===== config.mk =====
export PLATFORM = sky130hd
export DESIGN_NAME = motor_pwm_sequencer
export DESIGN_NICKNAME = d
export VERILOG_FILES = /design/src/rtl/motor_pwm_sequencer.sv
export SDC_FILE = /design/constraint.sdc
export NUM_CORES = 1
export LEC_CHECK = 0
export BUFFER_PORTS_ARGS = -buffer_cell sky130_fd_sc_hd__buf_2
export CAP_MARGIN = 20
export CORE_MARGIN = 3
export CORE_UTILIZATION = 50
export CTS_CLUSTER_DIAMETER = 40
export CTS_CLUSTER_SIZE = 10
export DETAILED_ROUTE_END_ITERATION = 10
export PLACE_DENSITY = 0.66
export SYNTH_ARGS = -nofsm -noshare
export SYNTH_HDL_FRONTEND = slang
export SYNTH_SLANG_ARGS = --single-unit

===== constraint.sdc =====
create_clock -name clk -period 12.6 [get_ports clk]
set_input_delay 1.26 -clock clk [delete_from_list [all_inputs] [get_ports clk]]
set_output_delay 1.26 -clock clk [all_outputs]
set_load 0.02 [all_outputs]

===== src/rtl/motor_pwm_sequencer.sv =====
// Left/right motor PWM sequencer: ramped duty, dead-timed direction reversal and a
// command watchdog between the drive decision logic and the H-bridge pins.
module motor_pwm_sequencer #(
    parameter int unsigned PWM_BITS         = 8,
    parameter int unsigned PRESCALE         = 195,
    parameter int unsigned BASE_DUTY        = 64,
    parameter int unsigned RAMP_STEP_CYCLES = 500000,
    parameter int unsigned RAMP_INC         = 8,
    parameter int unsigned DEADTIME_CYCLES  = 2500000,
    parameter int unsigned WATCHDOG_CYCLES  = 25000000
) (
    input  logic                clk,
    input  logic                reset,
    input  logic [2:0]          drive_command,
    input  logic [2:0]          multiplier,
    input  logic                cmd_valid,
    output logic                left_pwm,
    output logic                right_pwm,
    output logic                left_dir,
    output logic                right_dir,
    output logic [PWM_BITS-1:0] left_duty,
    output logic [PWM_BITS-1:0] right_duty,
    output logic                settled,
    output logic                fault
);

    localparam int unsigned ProdW  = PWM_BITS + 3;
    localparam int unsigned PreW   = $clog2(PRESCALE + 1);
    localparam int unsigned RampW  = $clog2(RAMP_STEP_CYCLES + 1);
    localparam int unsigned DeadW  = $clog2(DEADTIME_CYCLES + 1);
    localparam int unsigned WdW    = $clog2(WATCHDOG_CYCLES + 1);

    localparam logic [ProdW-1:0]    BaseW     = ProdW'(BASE_DUTY);
    localparam logic [PWM_BITS-1:0] DutyMax   = '1;
    localparam logic [PWM_BITS-1:0] RampInc   = PWM_BITS'(RAMP_INC);
    localparam logic [PreW-1:0]     PreLast   = PreW'(PRESCALE - 1);
    localparam logic [RampW-1:0]    RampLast  = RampW'(RAMP_STEP_CYCLES - 1);
    localparam logic [DeadW-1:0]    DeadLoad  = DeadW'(DEADTIME_CYCLES);
    localparam logic [WdW-1:0]      WdLast    = WdW'(WATCHDOG_CYCLES - 1);

    localparam logic [2:0] CmdStop      = 3'd0;
    localparam logic [2:0] CmdTurnLeft  = 3'd1;
    localparam logic [2:0] CmdLeft      = 3'd2;
    localparam logic [2:0] CmdStraight  = 3'd3;
    localparam logic [2:0] CmdRight     = 3'd4;
    localparam logic [2:0] CmdTurnRight = 3'd5;

    typedef enum logic {StRun, StDead} ch_state_e;

    logic [2:0]          cmd_q, cmd_d, mult_q, mult_d;
    logic [WdW-1:0]      wd_q, wd_d;
    logic                fault_q, fault_d;
    logic [RampW-1:0]    ramp_q, ramp_d;
    logic [PreW-1:0]     pre_q, pre_d;
    logic [PWM_BITS-1:0] cnt_q, cnt_d;
    logic                settled_q, settled_d;
    logic                tick, pre_fire, stop;

    ch_state_e           st_q [2], st_d [2];
    logic [PWM_BITS-1:0] duty_q [2], duty_d [2], shadow_q [2], shadow_d [2];
    logic [DeadW-1:0]    dead_q [2], dead_d [2];
    logic                dir_q [2], dir_d [2], pwm_q [2], pwm_d [2];
    logic [PWM_BITS-1:0] tgt_duty [2];
    logic                tgt_dir [2], req_dir [2];
    logic [ProdW-1:0]    prod;
    logic [PWM_BITS-1:0] t_full, t_half;

    function automatic logic [PWM_BITS-1:0] step_toward(input logic [PWM_BITS-1:0] cur,
                                                        input logic [PWM_BITS-1:0] goal);
        if (cur < goal) begin
            return (goal - cur > RampInc) ? cur + RampInc : goal;
        end else if (cur > goal) begin
            return (cur - goal > RampInc) ? cur - RampInc : goal;
        end
        return cur;
    endfunction

    always_comb begin
        cmd_d   = cmd_q;
        mult_d  = mult_q;
        fault_d = fault_q;
        wd_d    = wd_q;
        if (cmd_valid) begin
            cmd_d   = drive_command;
            mult_d  = multiplier;
            fault_d = 1'b0;
            wd_d    = '0;
        end else begin
            if (wd_q != WdLast + 1'b1) wd_d = wd_q + 1'b1;
            if (wd_q == WdLast) begin
                fault_d = 1'b1;
                cmd_d   = CmdStop;
            end
        end
        tick     = (ramp_q == RampLast);
        ramp_d   = tick ? '0 : ramp_q + 1'b1;
        pre_fire = (pre_q == PreLast);
        pre_d    = pre_fire ? '0 : pre_q + 1'b1;
        cnt_d    = pre_fire ? cnt_q + 1'b1 : cnt_q;
    end

    always_comb begin
        prod   = BaseW * ProdW'(mult_q);
        t_full = (prod > ProdW'(DutyMax)) ? DutyMax : prod[PWM_BITS-1:0];
        t_half = t_full >> 1;
        stop   = fault_q || (cmd_q == CmdStop) || (cmd_q > CmdTurnRight);
        tgt_duty[0] = '0;
        tgt_duty[1] = '0;
        req_dir[0]  = 1'b1;
        req_dir[1]  = 1'b1;
        case (cmd_q)
            CmdTurnLeft:  begin tgt_duty[0] = t_full; tgt_duty[1] = t_full; req_dir[0] = 1'b0; end
            CmdLeft:      begin tgt_duty[0] = t_half; tgt_duty[1] = t_full; end
            CmdStraight:  begin tgt_duty[0] = t_full; tgt_duty[1] = t_full; end
            CmdRight:     begin tgt_duty[0] = t_full; tgt_duty[1] = t_half; end
            CmdTurnRight: begin tgt_duty[0] = t_full; tgt_duty[1] = t_full; req_dir[1] = 1'b0; end
            default: ;
        endcase
        // A wheel with zero target has no reason to reverse.
        for (int i = 0; i < 2; i++) begin
            tgt_dir[i] = (tgt_duty[i] == '0) ? dir_q[i] : req_dir[i];
        end
    end

    always_comb begin
        settled_d = 1'b1;
        for (int i = 0; i < 2; i++) begin
            st_d[i]     = st_q[i];
            duty_d[i]   = duty_q[i];
            dir_d[i]    = dir_q[i];
            dead_d[i]   = dead_q[i];
            shadow_d[i] = shadow_q[i];
            if (stop) begin
                st_d[i]   = StRun;
                duty_d[i] = '0;
                dead_d[i] = '0;
            end else if (st_q[i] == StDead) begin
                if (dead_q[i] <= DeadW'(1)) begin
                    st_d[i]   = StRun;
                    dir_d[i]  = tgt_dir[i];
                    dead_d[i] = '0;
                end else begin
                    dead_d[i] = dead_q[i] - 1'b1;
                end
            end else if (dir_q[i] == tgt_dir[i]) begin
                if (tick) duty_d[i] = step_toward(duty_q[i], tgt_duty[i]);
            end else begin
                // Reversal: ramp to zero, entering dead-time on the edge duty reaches zero.
                if (tick) duty_d[i] = step_toward(duty_q[i], '0);
                if (duty_d[i] == '0) begin
                    st_d[i]   = StDead;
                    dead_d[i] = DeadLoad;
                end
            end
            if (stop) begin
                shadow_d[i] = '0;
            end else if (pre_fire && cnt_q == '0) begin
                shadow_d[i] = duty_q[i];
            end
            pwm_d[i] = !stop && (st_d[i] != StDead) && (cnt_d < shadow_d[i]);
            if (st_q[i] != StRun || duty_q[i] != tgt_duty[i] || dir_q[i] != tgt_dir[i]) begin
                settled_d = 1'b0;
            end
        end
    end

    always_ff @(posedge clk) begin
        if (reset) begin
            cmd_q     <= CmdStop;
            mult_q    <= '0;
            wd_q      <= '0;
            fault_q   <= 1'b0;
            ramp_q    <= '0;
            pre_q     <= '0;
            cnt_q     <= '0;
            settled_q <= 1'b1;
            for (int i = 0; i < 2; i++) begin
                st_q[i]     <= StRun;
                duty_q[i]   <= '0;
                shadow_q[i] <= '0;
                dead_q[i]   <= '0;
                dir_q[i]    <= 1'b1;
                pwm_q[i]    <= 1'b0;
            end
        end else begin
            cmd_q     <= cmd_d;
            mult_q    <= mult_d;
            wd_q      <= wd_d;
            fault_q   <= fault_d;
            ramp_q    <= ramp_d;
            pre_q     <= pre_d;
            cnt_q     <= cnt_d;
            settled_q <= settled_d;
            for (int i = 0; i < 2; i++) begin
                st_q[i]     <= st_d[i];
                duty_q[i]   <= duty_d[i];
                shadow_q[i] <= shadow_d[i];
                dead_q[i]   <= dead_d[i];
                dir_q[i]    <= dir_d[i];
                pwm_q[i]    <= pwm_d[i];
            end
        end
    end

    assign left_pwm   = pwm_q[0];
    assign right_pwm  = pwm_q[1];
    assign left_dir   = dir_q[0];
    assign right_dir  = dir_q[1];
    assign left_duty  = duty_q[0];
    assign right_duty = duty_q[1];
    assign settled    = settled_q;
    assign fault      = fault_q;

endmodule

==> After elaboration in Yosys (flattened, before gate mapping) <==
Memory sizes are Yosys's and may differ from the RTL's.
Index checks and enable logic that the tools add are counted.
{ "op_classes": {"eq_ne": 15, "magnitude_cmp": 22, "add_sub_neg": 16, "bitwise_logic": 14, "n_mux": 116, "n_reduce_logical": 23} }
{ "ops": {"columns": ["operator", "n"], "rows": [
  ["$mux 8", 46],
  ["$mux 22", 12],
  ["$gt 8x4->1 const B", 8],
  ["$mux 1", 55],
  ["$pmux 16 s3", 1],
  ["$le 22x1->1 const B", 2],
  ["$sub 22x1->22 const B", 2],
  ["$logic_not 8->1", 5],
  ["$lt 8x8->1", 4],
  ["$sub 8x8->8", 4],
  ["$add 25x1->25 const B", 1],
  ["$eq 25x25->1 const B", 1],
  ["$ne 25x25->1 const B", 1],
  ["$add 19x1->19 const B", 1],
  ["$eq 19x19->1 const B", 1],
  ["$add 8x1->8 const B", 2],
  ["$add 8x4->8 const B", 2],
  ["$gt 8x1->1 const B", 2],
  ["$gt 8x8->1", 2],
  ["$lt 8x1->1 const B", 2],
  ["$ne 8x8->1", 2],
  ["$sub 1x8->8 const A", 2],
  ["$sub 8x4->8 const B", 2],
  ["$or 1x1->1", 12],
  ["17 further kinds", 34]
]} }
{ "word_totals": {"n_memories": 6, "ff_bits": 68, "out_inout_bits": 22, "ram_bits": 82, "wordCells": 220, "input_bits": 9} }
{ "memory_table": {"columns": ["memory", "words", "word_bits", "rd", "rd_clocked_by_memory_dff", "wr", "line", "source"], "rows": [
  ["dead_q", 2, 22, 2, 0, 2, "61", "logic [DeadW-1:0] dead_q [2], dead_d [2];"],
  ["duty_q", 2, 8, 2, 0, 2, "60", "logic [PWM_BITS-1:0] duty_q [2], duty_d [2], shadow_q [2], shadow_d [2];"],
  ["shadow_q", 2, 8, 2, 0, 2, "60", null],
  ["dir_q", 2, 1, 2, 0, 2, "62", "logic dir_q [2], dir_d [2], pwm_q [2], pwm_d [2];"],
  ["pwm_q", 2, 1, 2, 0, 2, "62", null],
  ["st_q", 2, 1, 2, 0, 2, "59", "ch_state_e st_q [2], st_d [2];"]
]} }

==> Logic depth before layout (Yosys ltp) <==
{ "depth": {"depth_word": 23, "mapped_depth": 17, "mapped_depth_nobuf": 15} }

==> Least setup slack after synthesis <==
OpenSTA, ideal clock, no wires.
{ "synth_path": {"kind": "register -> register", "startpoint": "register cmd_q[0]", "endpoint": "memory duty_q[0][0]", "t_arrival_ns": 3.939, "path_stages_with_launch": 16, "setup_ns": 0.074, "period_less_slack_ns": 4.013, "slack_ns": 8.587, "n_path_buf": 2, "t_required_ns": 12.526, "cell_sequence": "dfxtp_1 buf_2 nor3_1 a21oi_1 nand2_1 inv_1 ha_1 buf_2 nor2_1 a21oi_1 xor2_1 or3_4 nor4_4 mux2i_2 or4_4 o21ai_0"} }
{ "synth_rtl": {"columns": ["item", "line", "source"], "rows": [
  ["start, declared", "50", "logic [2:0] cmd_q, cmd_d, mult_q, mult_d;"],
  ["start signal, assigned", "169", "cmd_q <= CmdStop;"],
  ["start signal, assigned", "186", "cmd_q <= cmd_d;"],
  ["end, declared", "60", null]
]} }

==> results.md <==
- By count the netlist is led by 166 x nor2_1, 150 x dfxtp_1, 92 x nand2_1, 90 x a21oi_1, 76 x o21ai_0.
- In the synthesized netlist, the number of instances is 1,248.
- After clock tree synthesis, the clock-pin slew on the worst setup and hold paths is 0.07 ns.
- Yosys attributes the largest share of cell area to dfxtp_1 31%, ha_1 8.1%, nor2_1 6.4%, a21oi_1 4.6%, xor2_1 4.0%.
- Along the worst path, the maximum fanout reaches 20.
- The initialized floorplan defines 50 standard-cell rows.
- Input and output buffers added on the ports amount to 30.
- For hold timing, the worst endpoint is dead_q[0][21].
- The average footprint of a synthesized cell is 7.821 um2.
- The netlist uses 84 different library cells.
- The overall power after layout is 1147 uW.
- The worst hold path begins at dead_q[0][21].
- The share of the synthesized area in the top cell type is 30.77%.
- For this run, the number of Yosys warnings is 0.
- After the last flow step, the layout net total stands at 1,321.
- Setup total negative slack on the finished layout was measured at 0 ns.
- In this run the remaining antenna-violating nets after routing total 0.
- The share of flip-flops with an asynchronous set or reset is 0%.
- The final count of pins violating max slew is 0.
- Hold repair after CTS inserted 0 buffers.
- Cells fill 56.12% of the core in the end.
- The worst hold path cell count is 1.
- The worst setup path is launched from a flip-flop.
- The terminus of the critical flop-to-flop path is duty_q[0][2].
- The sequential-to-total area share from yosys stat is 30.77%.
- The post-CTS repair timing setup buffer count is 0.
- The type of the worst setup path is reg -> reg.
- The worst path needs 4.720 ns of the cycle, external delays included.
- The worst min-delay path category is reg -> reg.
- The most frequent cell after synthesis is nor2_1.
- The total count of hold-check failures in the final report is 0.
- The clock arrives with 0.01131 ns of skew.
- The number of buffers created by CTS is 17.
- Headroom to the max-slew limit came out at 40.92%.
- In this run the critical register-to-register path is launched from cmd_q[1].
- Clock tree synthesis found a total of 150 sinks.
- After global routing the overflow that remains totals 0.
- For the worst setup path, the data required time is ~13 ns.
- The initial standard-cell utilization of the core is 51.49%.
- The floorplan step defined a die boundary enclosing about 21,000 um2.
- The final weighted congestion in routability-driven placement is a little over 0.9.
- The worst register-to-register path has a depth of 13.
- The cell area power density is approximately 110 nW/um2.
- Entering global routing, the biggest net connects 40 pins.
- The worst setup path is captured at a flip-flop.
- The first detailed-routing pass ran for 5 iterations.
- The post-detailed-route DRC marker count is 0.
- For this block, the routed nets add up to 23,700 um of wire.
- For this run, the top clock speed supported by timing is 211.9 MHz.
- dfxtp_1 takes more of the synthesized area than any other cell.
- Setup violations remaining at the end of the flow were counted as 0.
- 0 antenna diodes ended up in the layout.
- The total track usage is between 20 and 25%.
- The y dimension of the die is 145.7 um.
- The longest clock path from root to sink contains 2 buffers.
- The internal reg-to-reg setup slack is 7.88 ns.
- In this run, the number of DRC markers left after iteration 0 of detailed routing was between 600 and 700.
- The number of levels the H-tree was split into is 4.
- The die is between 100 and 150 um wide.
- Clock latency on the worst-skew pair, taken at its later pin, is 0.43 ns.
- Setup repair after global routing left no endpoint under its margin.
- The core box area is 18,960 um2.
- The synthesized design contains 150 register bits.
- 31 I/O pins were placed.
- TritonCTS built the clock tree.
- The global-route wire length before repair is 39,750 um.
- The relative area change from synthesis to final layout is 8.986%.
- Hold is met by ~0.46 ns.
- The number of antenna violations at the first check in global routing is 0.
- The total number of vias is 8,862.
- The number of global-route vias before repair is 8,095.
- The analysis attributes to cell leakage a power of 0.004241 uW.
- The run finished with clean final reports.
- After legalization and detailed placement, the total HPWL measured 17,080 um.
- Counting flops with a built-in enable in the synthesized netlist gives 0.
- After detailed routing, the average wire length per cell comes to about 16 um.
- The number of vias per cell after detailed routing is 5.830.
- Of the cells placed in the final design, the portion with a size suffix greater than 1 is 7.460%.
- The maximum vdd drop is 0.09473 mV.
- The slew of the pin with the lowest slew margin is 0.8850 ns.
- The synthesized area is 9761 um2.
- The number of gates resized after CTS was 0.
- The reported max-cap violation count is 0.
- The cell chosen for the clock root is clkbuf_16.
- The worst path uses 37.46% of the clock period.
- When the netlist entered floorplanning its net count stood at between 1,000 and 1,500.
- At the worst endpoint, the arrival time is 5.07 ns.
- The top flip-flop cell by instance count after synthesis is dfxtp_1.
per-layer routing:
metal / GRT usage (%) / up-vias / wire (um)
met5: 0 / - / 0
met3: 4.017 / 27 / 1233
met4: 6.220 / 0 / 309
met1: 31.33 / 4134 / 11660
met2: 34.96 / 249 / 10490
li1: - / 4452 / -
worst max path at each step:
| stage | slack (ns) | startpoint | endpoint | cells after the start |
|---|---|---|---|---|
| final | 7.88 | cmd_q[1] | duty_q[0][2] | 13 |
| after detailed placement | 7.92 | cmd_q[1] | duty_q[0][2] | 13 |
| after global routing | 7.46 | cmd_q[1] | duty_q[0][8] | 13 |
| after floorplan | 8.59 | cmd_q[0] | duty_q[0][0] | 15 |
| after global placement | 8.05 | cmd_q[1] | duty_q[0][0] | 13 |
| after CTS | 7.88 | cmd_q[1] | duty_q[0][2] | 13 |
sequential cells by signal (all words and copies together) (netlist names), 3 cells and up:
signal,flops
cmd_q,3
cnt_q,8
dead_q,44
duty_q,16
mult_q,3
pre_q,8
ramp_q,19
shadow_q,16
wd_q,25
logic make-up after synthesis:
group	Yosys count	synth area share, %
AND/OR/NAND/NOR	526	27.37
multiplexers	27	2.833
AO/OA/AOI/OAI	297	19.32
buffers and inverters	106	4.320
adder cells (fa/ha/maj)	65	8.486
flip-flops	150	30.77
XOR/XNOR	77	6.909
layout by cell type, fill, tap and decap left out, types with 24 or more instances in the layout:
cell type,synthesis,layout
nor2_1,166,165
dfxtp_1,150,150
nand2_1,92,92
a21oi_1,90,90
o21ai_0,76,76
ha_1,63,63
inv_1,51,51
nand3_1,49,49
xor2_1,45,45
nor3_1,43,43
xnor2_1,32,32
nand2b_1,30,30
buf_2,13,30
mux2i_1,24,24
area by class of cell:
cell class / count / area (um2)
clock buffer: 19 / 442.9
clock inverter: 13 / 148.9
fill: 1801 / 8318
inverter: 51 / 191.4
multi-input combinational: 992 / 6339
sequential: 150 / 3003
tap: 260 / 325.3
timing repair buffer: 35 / 187.7
through the flow:
step,std cells,area [um2],worst slack (ns)
after detailed placement,1488,10050,7.920
after CTS,1520,10640,7.882
after global routing,1520,10640,7.465
after floorplan,1248,9761,8.587
final,1520,10640,7.880
after global placement,1488,10050,8.048
critical path: stages (launching register included):
cell	delay (ns)
dfxtp_1	0.44
nor3_1	0.38
a21oi_1	0.10
nand2_1	0.62
inv_1	0.48
ha_1	0.61
nor2_1	0.09
a21oi_1	0.22
xor2_1	0.11
or3_4	0.39
nor4_4	0.38
mux2i_2	0.20
or4_4	0.52
o21ai_0	0.08
where the power goes:
part | total (uW) | leakage [uW] | switching, uW | internal (uW)
logic | 153 | 0.00276 | 94.4 | 59.0
clock network | 509 | 0.000274 | 210 | 299
registers | 485 | 0.00121 | 6.08 | 479
(Power assumes the default switching activity.)
